$ cat config.mk
export PLATFORM = sky130hd
export DESIGN_NAME = mc_control_fsm
export DESIGN_NICKNAME = d
export VERILOG_FILES = /design/src/rtl/mc_control_fsm.sv
export SDC_FILE = /design/constraint.sdc
export NUM_CORES = 1
export LEC_CHECK = 0
export CAP_MARGIN = 20
export CORE_MARGIN = 3
export CORE_UTILIZATION = 38
export CTS_CLUSTER_SIZE = 14
export DETAILED_ROUTE_END_ITERATION = 10
export GPL_TIMING_DRIVEN = 0
export PLACE_DENSITY = 0.86
export SYNTH_ARGS = -nofsm -noshare
export SYNTH_HDL_FRONTEND = slang
export SYNTH_SLANG_ARGS = --single-unit
$ cat constraint.sdc
create_clock -name CLK -period 2.5 [get_ports CLK]
set_input_delay 0.625 -clock CLK [delete_from_list [all_inputs] [get_ports CLK]]
set_output_delay 0.625 -clock CLK [all_outputs]
set_load 0.005 [all_outputs]
$ cat src/rtl/mc_control_fsm.sv
// mc_control_fsm: multicycle MIPS main controller.
// A Moore state machine steps each instruction through fetch, decode,
// execute, memory and write-back, one state per clock. The datapath
// enables and mux selects are decoded from the state register. PCEn,
// IRWrite and the branch/memory waits are additionally gated by MemReady
// and Zero.
module mc_control_fsm (
   input  logic       CLK,
   input  logic       RST,
   input  logic [5:0] Op,
   input  logic [5:0] Funct,
   input  logic       Zero,
   input  logic       MemReady,
   output logic       IorD,
   output logic       MemWrite,
   output logic       IRWrite,
   output logic       RegDst,
   output logic       MemtoReg,
   output logic       RegWrite,
   output logic       ALUSrcA,
   output logic [1:0] ALUSrcB,
   output logic [2:0] ALUControl,
   output logic [1:0] PCSrc,
   output logic       PCEn,
   output logic       Illegal,
   output logic [3:0] State
);

   typedef enum logic [3:0] {
      S_FETCH   = 4'd0,
      S_DECODE  = 4'd1,
      S_MEMADR  = 4'd2,
      S_MEMRD   = 4'd3,
      S_MEMWB   = 4'd4,
      S_MEMWR   = 4'd5,
      S_EXECUTE = 4'd6,
      S_ALUWB   = 4'd7,
      S_BRANCH  = 4'd8,
      S_ADDIEX  = 4'd9,
      S_ADDIWB  = 4'd10,
      S_JUMP    = 4'd11
   } state_t;

   localparam logic [5:0] OP_RTYPE = 6'b000000;
   localparam logic [5:0] OP_LW    = 6'b100011;
   localparam logic [5:0] OP_SW    = 6'b101011;
   localparam logic [5:0] OP_BEQ   = 6'b000100;
   localparam logic [5:0] OP_ADDI  = 6'b001000;
   localparam logic [5:0] OP_J     = 6'b000010;

   localparam logic [2:0] ALU_ADD = 3'b010;
   localparam logic [2:0] ALU_SUB = 3'b110;
   localparam logic [2:0] ALU_AND = 3'b000;
   localparam logic [2:0] ALU_OR  = 3'b001;
   localparam logic [2:0] ALU_SLT = 3'b111;

   state_t     state_q, state_d;
   state_t     out_state;
   logic       op_ok;
   logic       funct_ok;
   logic [2:0] funct_alu;

   assign op_ok = (Op == OP_RTYPE) || (Op == OP_LW) || (Op == OP_SW) ||
                  (Op == OP_BEQ)   || (Op == OP_ADDI) || (Op == OP_J);

   // While reset is held the outputs show the FETCH decode, whatever state is in flight.
   assign out_state = RST ? S_FETCH : state_q;
   assign State     = state_q;

   // Translate the R-type funct field into an ALU operation and flag unsupported codes.
   always_comb begin
      // NOTE: every signal gets a default before the case so no path leaves it unassigned (no latch).
      funct_ok  = 1'b1;
      funct_alu = ALU_ADD;
      case (Funct)
         6'b100000: funct_alu = ALU_ADD;
         6'b100010: funct_alu = ALU_SUB;
         6'b100100: funct_alu = ALU_AND;
         6'b100101: funct_alu = ALU_OR;
         6'b101010: funct_alu = ALU_SLT;
         default:   funct_ok  = 1'b0;
      endcase
   end

   // Pick the next state from the current state, the opcode and the memory handshake.
   always_comb begin
      state_d = S_FETCH;
      case (state_q)
         S_FETCH:   state_d = MemReady ? S_DECODE : S_FETCH;
         S_DECODE: begin
            case (Op)
               OP_RTYPE:     state_d = S_EXECUTE;
               OP_LW, OP_SW: state_d = S_MEMADR;
               OP_BEQ:       state_d = S_BRANCH;
               OP_ADDI:      state_d = S_ADDIEX;
               OP_J:         state_d = S_JUMP;
               default:      state_d = S_FETCH;
            endcase
         end
         S_MEMADR:  state_d = (Op == OP_LW) ? S_MEMRD : S_MEMWR;
         S_MEMRD:   state_d = MemReady ? S_MEMWB : S_MEMRD;
         S_MEMWB:   state_d = S_FETCH;
         S_MEMWR:   state_d = MemReady ? S_FETCH : S_MEMWR;
         S_EXECUTE: state_d = funct_ok ? S_ALUWB : S_FETCH;
         S_ALUWB:   state_d = S_FETCH;
         S_BRANCH:  state_d = S_FETCH;
         S_ADDIEX:  state_d = S_ADDIWB;
         S_ADDIWB:  state_d = S_FETCH;
         S_JUMP:    state_d = S_FETCH;
         default:   state_d = S_FETCH;
      endcase
   end

   // State register; reset overrides any pending transition, including a memory wait.
   always_ff @(posedge CLK) begin
      // NOTE: non-blocking assignment so every flop samples pre-edge values.
      if (RST) state_q <= S_FETCH;
      else     state_q <= state_d;
   end

   // Decode the datapath controls from the state; reset suppresses every enable.
   always_comb begin
      IorD       = 1'b0;
      MemWrite   = 1'b0;
      IRWrite    = 1'b0;
      RegDst     = 1'b0;
      MemtoReg   = 1'b0;
      RegWrite   = 1'b0;
      ALUSrcA    = 1'b0;
      ALUSrcB    = 2'b00;
      ALUControl = ALU_ADD;
      PCSrc      = 2'b00;
      PCEn       = 1'b0;
      Illegal    = 1'b0;
      case (out_state)
         S_FETCH: begin
            ALUSrcB = 2'b01;
            IRWrite = MemReady;
            PCEn    = MemReady;
         end
         S_DECODE: begin
            ALUSrcB = 2'b11;
            Illegal = !op_ok;
         end
         S_MEMADR: begin
            ALUSrcA = 1'b1;
            ALUSrcB = 2'b10;
         end
         S_MEMRD:  IorD = 1'b1;
         S_MEMWB: begin
            MemtoReg = 1'b1;
            RegWrite = 1'b1;
         end
         S_MEMWR: begin
            IorD     = 1'b1;
            MemWrite = 1'b1;
         end
         S_EXECUTE: begin
            ALUSrcA    = 1'b1;
            ALUControl = funct_alu;
            Illegal    = !funct_ok;
         end
         S_ALUWB: begin
            RegDst   = 1'b1;
            RegWrite = 1'b1;
         end
         S_BRANCH: begin
            ALUSrcA    = 1'b1;
            ALUControl = ALU_SUB;
            PCSrc      = 2'b01;
            PCEn       = Zero;
         end
         S_ADDIEX: begin
            ALUSrcA = 1'b1;
            ALUSrcB = 2'b10;
         end
         S_ADDIWB: RegWrite = 1'b1;
         S_JUMP: begin
            PCSrc = 2'b10;
            PCEn  = 1'b1;
         end
         default: ;
      endcase
      if (RST) begin
         MemWrite = 1'b0;
         IRWrite  = 1'b0;
         RegWrite = 1'b0;
         PCEn     = 1'b0;
         Illegal  = 1'b0;
      end
   end

endmodule

# Yosys cells after proc, flatten, opt, wreduce, memory -nomap -nowiden
# Cells that the tools add are included.
# op_classes
n_eq_ne,27
muxes,27
n_reduce_logical,16
# ops
operator,n
$eq A6 B6 Y1 const B,7
$pmux W4 S7,1
$eq A4 B3 Y1 const B,6
$eq A4 B4 Y1 const B,5
$pmux W4 S5,1
$eq A4 B2 Y1 const B,4
$mux W1,14
$mux W3,4
$pmux W3 S4,1
$eq A4 B1 Y1 const B,2
$logic_not A4 Y1,2
$eq A6 B2 Y1 const B,1
$eq A6 B3 Y1 const B,1
$eq A6 B4 Y1 const B,1
$logic_not A6 Y1,1
$pmux W2 S3,1
$pmux W3 S2,1
$reduce_or A2 Y1,3
$logic_or A1 B1 Y1,5
$reduce_or A5 Y1,1
$mux W4,1
$pmux W2 S2,1
$reduce_or A4 Y1,1
$pmux W1 S3,1
other kinds (3),4
# totals
reg_bits,4
inputBits,16
out_inout_bits,20
word_cells,71

# Longest topological paths before layout
# Gate-level depths: netlist of the first run.
# depth
depth_word,9
ltp_mapped,6
depth_no_buf,4

# Least setup slack after synthesis of the first run
# No wires, ideal clock.
# synth_timing
path_type,input-to-output
from,input port Op[1]
to,output port Illegal
arrival_ns,1.570
t_required_ns,1.875
path_slack_ns,0.305
stages,4
n_path_buf,0
cell_sequence,or4_4 a21oi_1 nor4b_1 a22o_1
# synth_between
elab_chain_cells,9
elab_cells_between_ends,14
cone_classes,eq/ne: 5; mux: 2; reduce/logical: 7
# synth_lines
element,line_no,source
"start, declared",10,"input logic [5:0] Op,"
$eq A6 B6 Y1 or $logic_not A6 Y1 (tied branches),63,assign op_ok = (Op == OP_RTYPE) || (Op == OP_LW) || (Op == OP_SW) ||
$logic_or A1 B1 Y1 (3 in a row),63,
$logic_or A1 B1 Y1,64,(Op == OP_BEQ) || (Op == OP_ADDI) || (Op == OP_J);
$logic_or A1 B1 Y1 *,64,
$logic_not A1 Y1 *,143,Illegal = !op_ok;
$pmux W1 S2 *,135,case (out_state)
$mux W1 *,184,if (RST) begin
"end, declared",25,"output logic Illegal,"
# Every way passes the cells marked *; elsewhere a longest branch is shown, timed or not.

# Final worst setup path of the first run
# layout_timing
from,input port Op[5]
to,output port Illegal
# Same word-level chain as after synthesis.

==> results.tsv, run 1 <==
stage	metric	value	unit
route	routed_wirelength	2248	um
clocking	clock_sinks	4	
critical_path	arrival	1.84	ns
critical_path	critPathTopFamily	simple AND/OR/NAND/NOR gates	
critical_path	critPathMaxStageDelay	0.52	ns
cells_and_area	area_growth	71.64	%
clocking	cts-buffers-inserted	3	
power	leakagePower	0.0004431	uW
grt	gr-usage-all-layers	20.08	%
critical_path	critPathSlowestCell	or4_4	
cells_and_area	final_cell_mix	clkdlybuf4s50_1 (18), nor2_1 (10), buf_4 (8)	
critical_path	critPathRequiredTime	1.88	ns
cells_and_area	largest_reg_flops	4	
grt	grt_pass1_vias	768	
cells_and_area	fin_area	0.001151	mm2
cells_and_area	insertedDiodeCount	0	
cells_and_area	finalNetCount	157	
route	vias	923	
sta	rsz0062_at_grt	false	
sta	fin_hold_ws	0.6649	ns
clocking	ctsLongestPathBuffers	2	
critical_path	startpoint_type	input pin	
grt	overflow	0	
floorplanning	die_h	48.01	um
sta	worstMarginPinSlew	0.3800	ns
synthesis	synthArstFlopShare	0	%
synthesis	syn_avg_cell_area	7.135	um2
power	power-per-cell-area	214.0	mW/mm2
sta	fin_crit_sh	98.50	%
clocking	clock_latency	0.25	ns
placed_design	place_hpwl	1565	um
route	ant_nets	0	
synthesis	synth_area_leader_cell	dfxtp_1	
sta	final_max_slew_viol_count	0	
clocking	clkTransAtPathRegs	0.05	ns
synthesis	synthCells	94	
critical_path	path_cells	buf_2 -> or4_4 -> a21oi_2 -> nor4b_2 -> a22o_1 -> clkbuf_2	
synthesis	seq_area_frac_synth	11.94	%
critical_path	critPathBufInv	2	
placed_design	place_congestion	0.8364	
route	firstDrtPassIters	4	
synthesis	ys_seq_elements	4	
min_path	min_path_type	reg -> reg	
floorplanning	fp.coreArea	0.001577	mm2
cells_and_area	postLayoutCoreUtil	73.02	%
clocking	cts_root_buf	clkbuf_4	
sta	finalHoldViolations	0	
sta	worst_slack	0.03755	ns
route	via_per_inst	5.955	
floorplanning	row_count	14	
route	wl_per_cell	14.50	um
synthesis	synth_top_cell_area_share	11.94	%
run_status	outcome	completed	
critical_path	crit_fanout	5	
placed_design	place_inst	145	
critical_path	reg2reg_slack	1.19	ns
sta	slew-limit-headroom	74.01	%
synthesis	ys.flop_type	dfxtp_1	
critical_path	critPathKind	in -> out	
floorplanning	io_pins	36	
route	first_iter_violations	18	
clocking	cts_tree	yes	
placed_design	placed_cell_area	0.001041	mm2
cells_and_area	final_cells	155	
cells_and_area	drive_gt1_share	30.22	%
synthesis	synth-warning-count	0	
critical_path	cp-end-kind	primary output	
synthesis	ys_types	45	
grt	grt_pass1_wl	3367	um
synthesis	synth_area_leaders	dfxtp_1 (12%), nor2_1 (6.7%), nand2b_1 (5.6%), nor2b_1 (5.6%), a21oi_1 (4.5%)	
placed_design	port_buffers	35	
grt	antenna_found_initial	0	
floorplanning	dieWidth	48.01	um
clocking	h-tree-depth	1	
route	drc	0	
sta	finalCriticalPeriod	2.462	ns
synthesis	synth_area	670.6	um2
cells_and_area	layout_commonest_cell	clkdlybuf4s50_1	
synthesis	synth-edff-count	0	
floorplanning	start_util	42.54	%
floorplanning	dieArea	0.002305	mm2
sta	finClkSkew	0.009926	ns
placed_design	dp_slack	-0.7311	ns
sta	fmax	406.1	MHz
sta	setup_viol	0	
job	drv_cap	0	
grt	grt_max_degree	11	
synthesis	syn-num-nets	110	
power	vdd_drop_max	0.1836	mV
final cells by class:
class / instances / area (um2)
Fill cell: 121 / 425.4
Sequential cell: 4 / 82.58
Clock buffer: 3 / 22.52
Timing Repair Buffer: 42 / 370.4
Inverter: 1 / 3.754
Multi-Input combinational cell: 83 / 594.3
Tap cell: 16 / 20.02
Buffer: 6 / 57.56
path summary, 6_finish.rpt:
| kind | from | to | cells past startpoint |
|---|---|---|---|
| worst max-delay path | Op[5] | Illegal | 6 |
| worst min register to register | State[0] | State[3] | 2 |
| worst max register to register | State[3] | State[2] | 4 |
| worst min-delay path | State[0] | State[3] | 2 |
layer usage:
layer  global-route usage, %  up-vias  part of all wire [%]
met1                   23.57      417                    42
met3                   2.632        4                    10
li1                        -      448                     -
met2                   35.88       54                    47
met5                       0        -                     0
met4                   8.602        0                   1.2
Yosys cell counts, types with 2 or more instances:
| library cell | n |
|---|---|
| nor4b_1 | 2 |
| o21ai_1 | 2 |
| nand3b_1 | 2 |
| buf_6 | 2 |
| nor3_1 | 6 |
| nand3_1 | 3 |
| xnor2_1 | 2 |
| o211ai_1 | 3 |
| buf_2 | 2 |
| nand2_1 | 4 |
| nand2b_1 | 6 |
| nor2_1 | 12 |
| nor2b_1 | 6 |
| dfxtp_1 | 4 |
| a31oi_1 | 3 |
| a21oi_1 | 6 |
per-stage QoR:
stage	power, uW	TNS, ns
after floorplan	107.0	0
after global placement	152.7	-4.698
after CTS	237.3	-0.1483
after detailed placement	154.3	-5.018
final	246.3	0
after global routing	260.5	0
timing repair:
item,CTS,global route
pin swaps,6,8
buffers inserted,4,3
hold buffers,0,0
endpoints found under the setup margin,16,8
cloned,0,0
resized for setup,38,20
kinds of logic after synthesis:
group                  Yosys count  synth area share [%]
AO/OA/AOI/OAI                   27                 29.67
AND/OR/NAND/NOR                 52                 44.22
XOR/XNOR                         3                 3.919
buffers and inverters            7                 8.768
multiplexers                     1                 1.493
flip-flops                       4                 11.94
worst register-to-register path: cells and delay by family, from the launching register on:
kind / cells / cell delay (ns)
flops: 1 / 0.34
compound gates: 2 / 0.52
buf+inv: 1 / 0.18
simple gates: 1 / 0.17
power by group:
part	internal, uW	switching, uW
logic	50.1	42.0
clock network	54.1	31.9
registers	65.8	2.46
total	170	76.4
No activity file was read; power rests on OpenSTA's default activity.
==> run 2: changes to the inputs <==
Settings changed: CTS_CLUSTER_DIAMETER from default to 150, GPL_TIMING_DRIVEN 0 to 1.
==> results.tsv, run 2 (synthesis gave the netlist of run 1 again) <==
stage	metric	value	unit
run_status	outcome	completed	
sta	finalHoldViolations	0	
cells_and_area	largest_reg_flops	4	
grt	grt_pass1_vias	952	
placed_design	place_congestion	0.8451	
power	power-per-cell-area	208.5	mW/mm2
floorplanning	dieArea	0.002305	mm2
floorplanning	fp.coreArea	0.001577	mm2
critical_path	arrival	1.86	ns
critical_path	critPathKind	in -> out	
cells_and_area	drive_gt1_share	35.71	%
min_path	hold_depth	2	
sta	fin_crit_sh	99.55	%
clocking	cts_root_buf	clkbuf_4	
sta	worstMarginPinSlew	0.4970	ns
min_path	min_path_type	reg -> reg	
route	via_per_inst	6.218	
critical_path	crit_fanout	5	
floorplanning	row_count	14	
clocking	cts_tree	yes	
power	vdd_drop_max	0.3523	mV
route	firstDrtPassIters	4	
cells_and_area	finalNetCount	172	
sta	fin_hold_ws	0.6401	ns
critical_path	startpoint_type	input pin	
floorplanning	start_util	42.54	%
placed_design	port_buffers	35	
grt	antenna_found_initial	0	
floorplanning	io_pins	36	
cells_and_area	insertedDiodeCount	0	
sta	rsz0062_at_grt	true	
route	drc	0	
critical_path	reg2reg_slack	1.00	ns
power	power	269.5	uW
clocking	clkTransAtPathRegs	0.04	ns
clocking	postCtsHoldBufs	0	
placed_design	place_inst	162	
route	first_iter_violations	32	
placed_design	place_hpwl	1898	um
cells_and_area	final_cell_mix	buf_4 (24), clkdlybuf4s50_1 (16), nor2_1 (11)	
sta	final_max_slew_viol_count	0	
sta	fmax	401.8	MHz
route	routed_wirelength	3098	um
job	drv_cap	0	
cells_and_area	final_cells	170	
critical_path	reg2reg_to	State[3]	
grt	grt_max_degree	16	
sta	setup_viol	0	
critical_path	critPathRequiredTime	1.88	ns
route	ant_nets	0	
clocking	cts-buffers-inserted	3	
grt	gr-usage-all-layers	23.96	%
clocking	h-tree-depth	1	
grt	grt_pass1_wl	4022	um
critical_path	cp-end-kind	primary output	
sta	setup-tns-final	0	ns
sta	finClkSkew	0.003240	ns
min_path	holdPathEnd	State[1]	
critical_path	r2r-start	State[1]	
cells_and_area	area_growth	92.72	%
sta	finalCriticalPeriod	2.489	ns
cells_and_area	layout_commonest_cell	buf_4	
floorplanning	dieWidth	48.01	um
floorplanning	die_h	48.01	um
power	leakagePower	0.0005600	uW
clocking	clock_latency	0.24	ns
clocking	ctsLongestPathBuffers	2	
min_path	worst_hold_startpoint	State[3]	
sta	slew-limit-headroom	66.01	%
critical_path	reg2regPathDepth	3	
clocking	clock_sinks	4	
grt	overflow	0	
route	wl_per_cell	18.22	um
route	vias	1057	
run 2: report_power, final:
part | leakage, uW | switching (uW) | internal, uW
Sequential | 0.0000343 | 3.64 | 65.8
Clock | 0.0000138 | 28.9 | 53.9
Combinational | 0.000512 | 50.8 | 66.5
run 2: repair_timing:
action                                  in CTS  in global routing
endpoints found under the hold margin        0                  0
setup buffers                                5                  0
endpoints found under the setup margin      14                 10
pin swaps                                    7                 10
resized for setup                           31                 28
run 2: cell type report:
type / count / area (um2)
Multi-Input combinational cell: 83 / 594.3
Sequential cell: 4 / 85.08
Timing Repair Buffer: 63 / 566.8
Clock buffer: 3 / 22.52
Tap cell: 16 / 20.02
Inverter: 1 / 3.754
Fill cell: 98 / 284.0
run 2: worst max-delay path, cell delays in order:
cell	delay [ns]
clkdlybuf4s15_1	0.21
buf_6	0.16
nor4_4	0.20
buf_4	0.18
clkdlybuf4s50_1	0.50
run 2: metrics by stage:
stage               util [%]  setup slack, ns  instance area, um2
floorplan                  -           0.3053               670.6
global placement       73.49          -0.6102                1159
detailed placement     73.49          -0.6454                1159
CTS                    79.05         -0.09051                1246
global route           81.98         -0.02774                1292
finish                 81.98          0.01127                1292
run 2: per-layer routing:
metal	share of wire (%)	vias to the layer above	track usage, %	wire length [um]
met4	3.6	0	6.452	112
met5	0	-	0	0
met2	51	71	48.81	1576
met1	36	495	24.78	1124
li1	-	477	-	-
met3	9.2	14	3.008	286
run 2: how the worst max path moves through the flow:
stage          startpoint        to  cells past startpoint
5_1_grt               RST  PCSrc[0]                      5
4_1_cts             Op[5]   Illegal                      6
6_report              RST  PCSrc[0]                      5
3_5_place_dp        Op[1]   Illegal                      6
2_1_floorplan       Op[1]   Illegal                      4
3_3_place_gp        Op[1]   Illegal                      6
==> run 3: changes to the inputs <==
Settings changed: GPL_TIMING_DRIVEN 1 to 0, TNS_END_PERCENT from default to 100.
==> results of run 3 <==
The final DEF is identical to that of run 1; final timing and power are the same.
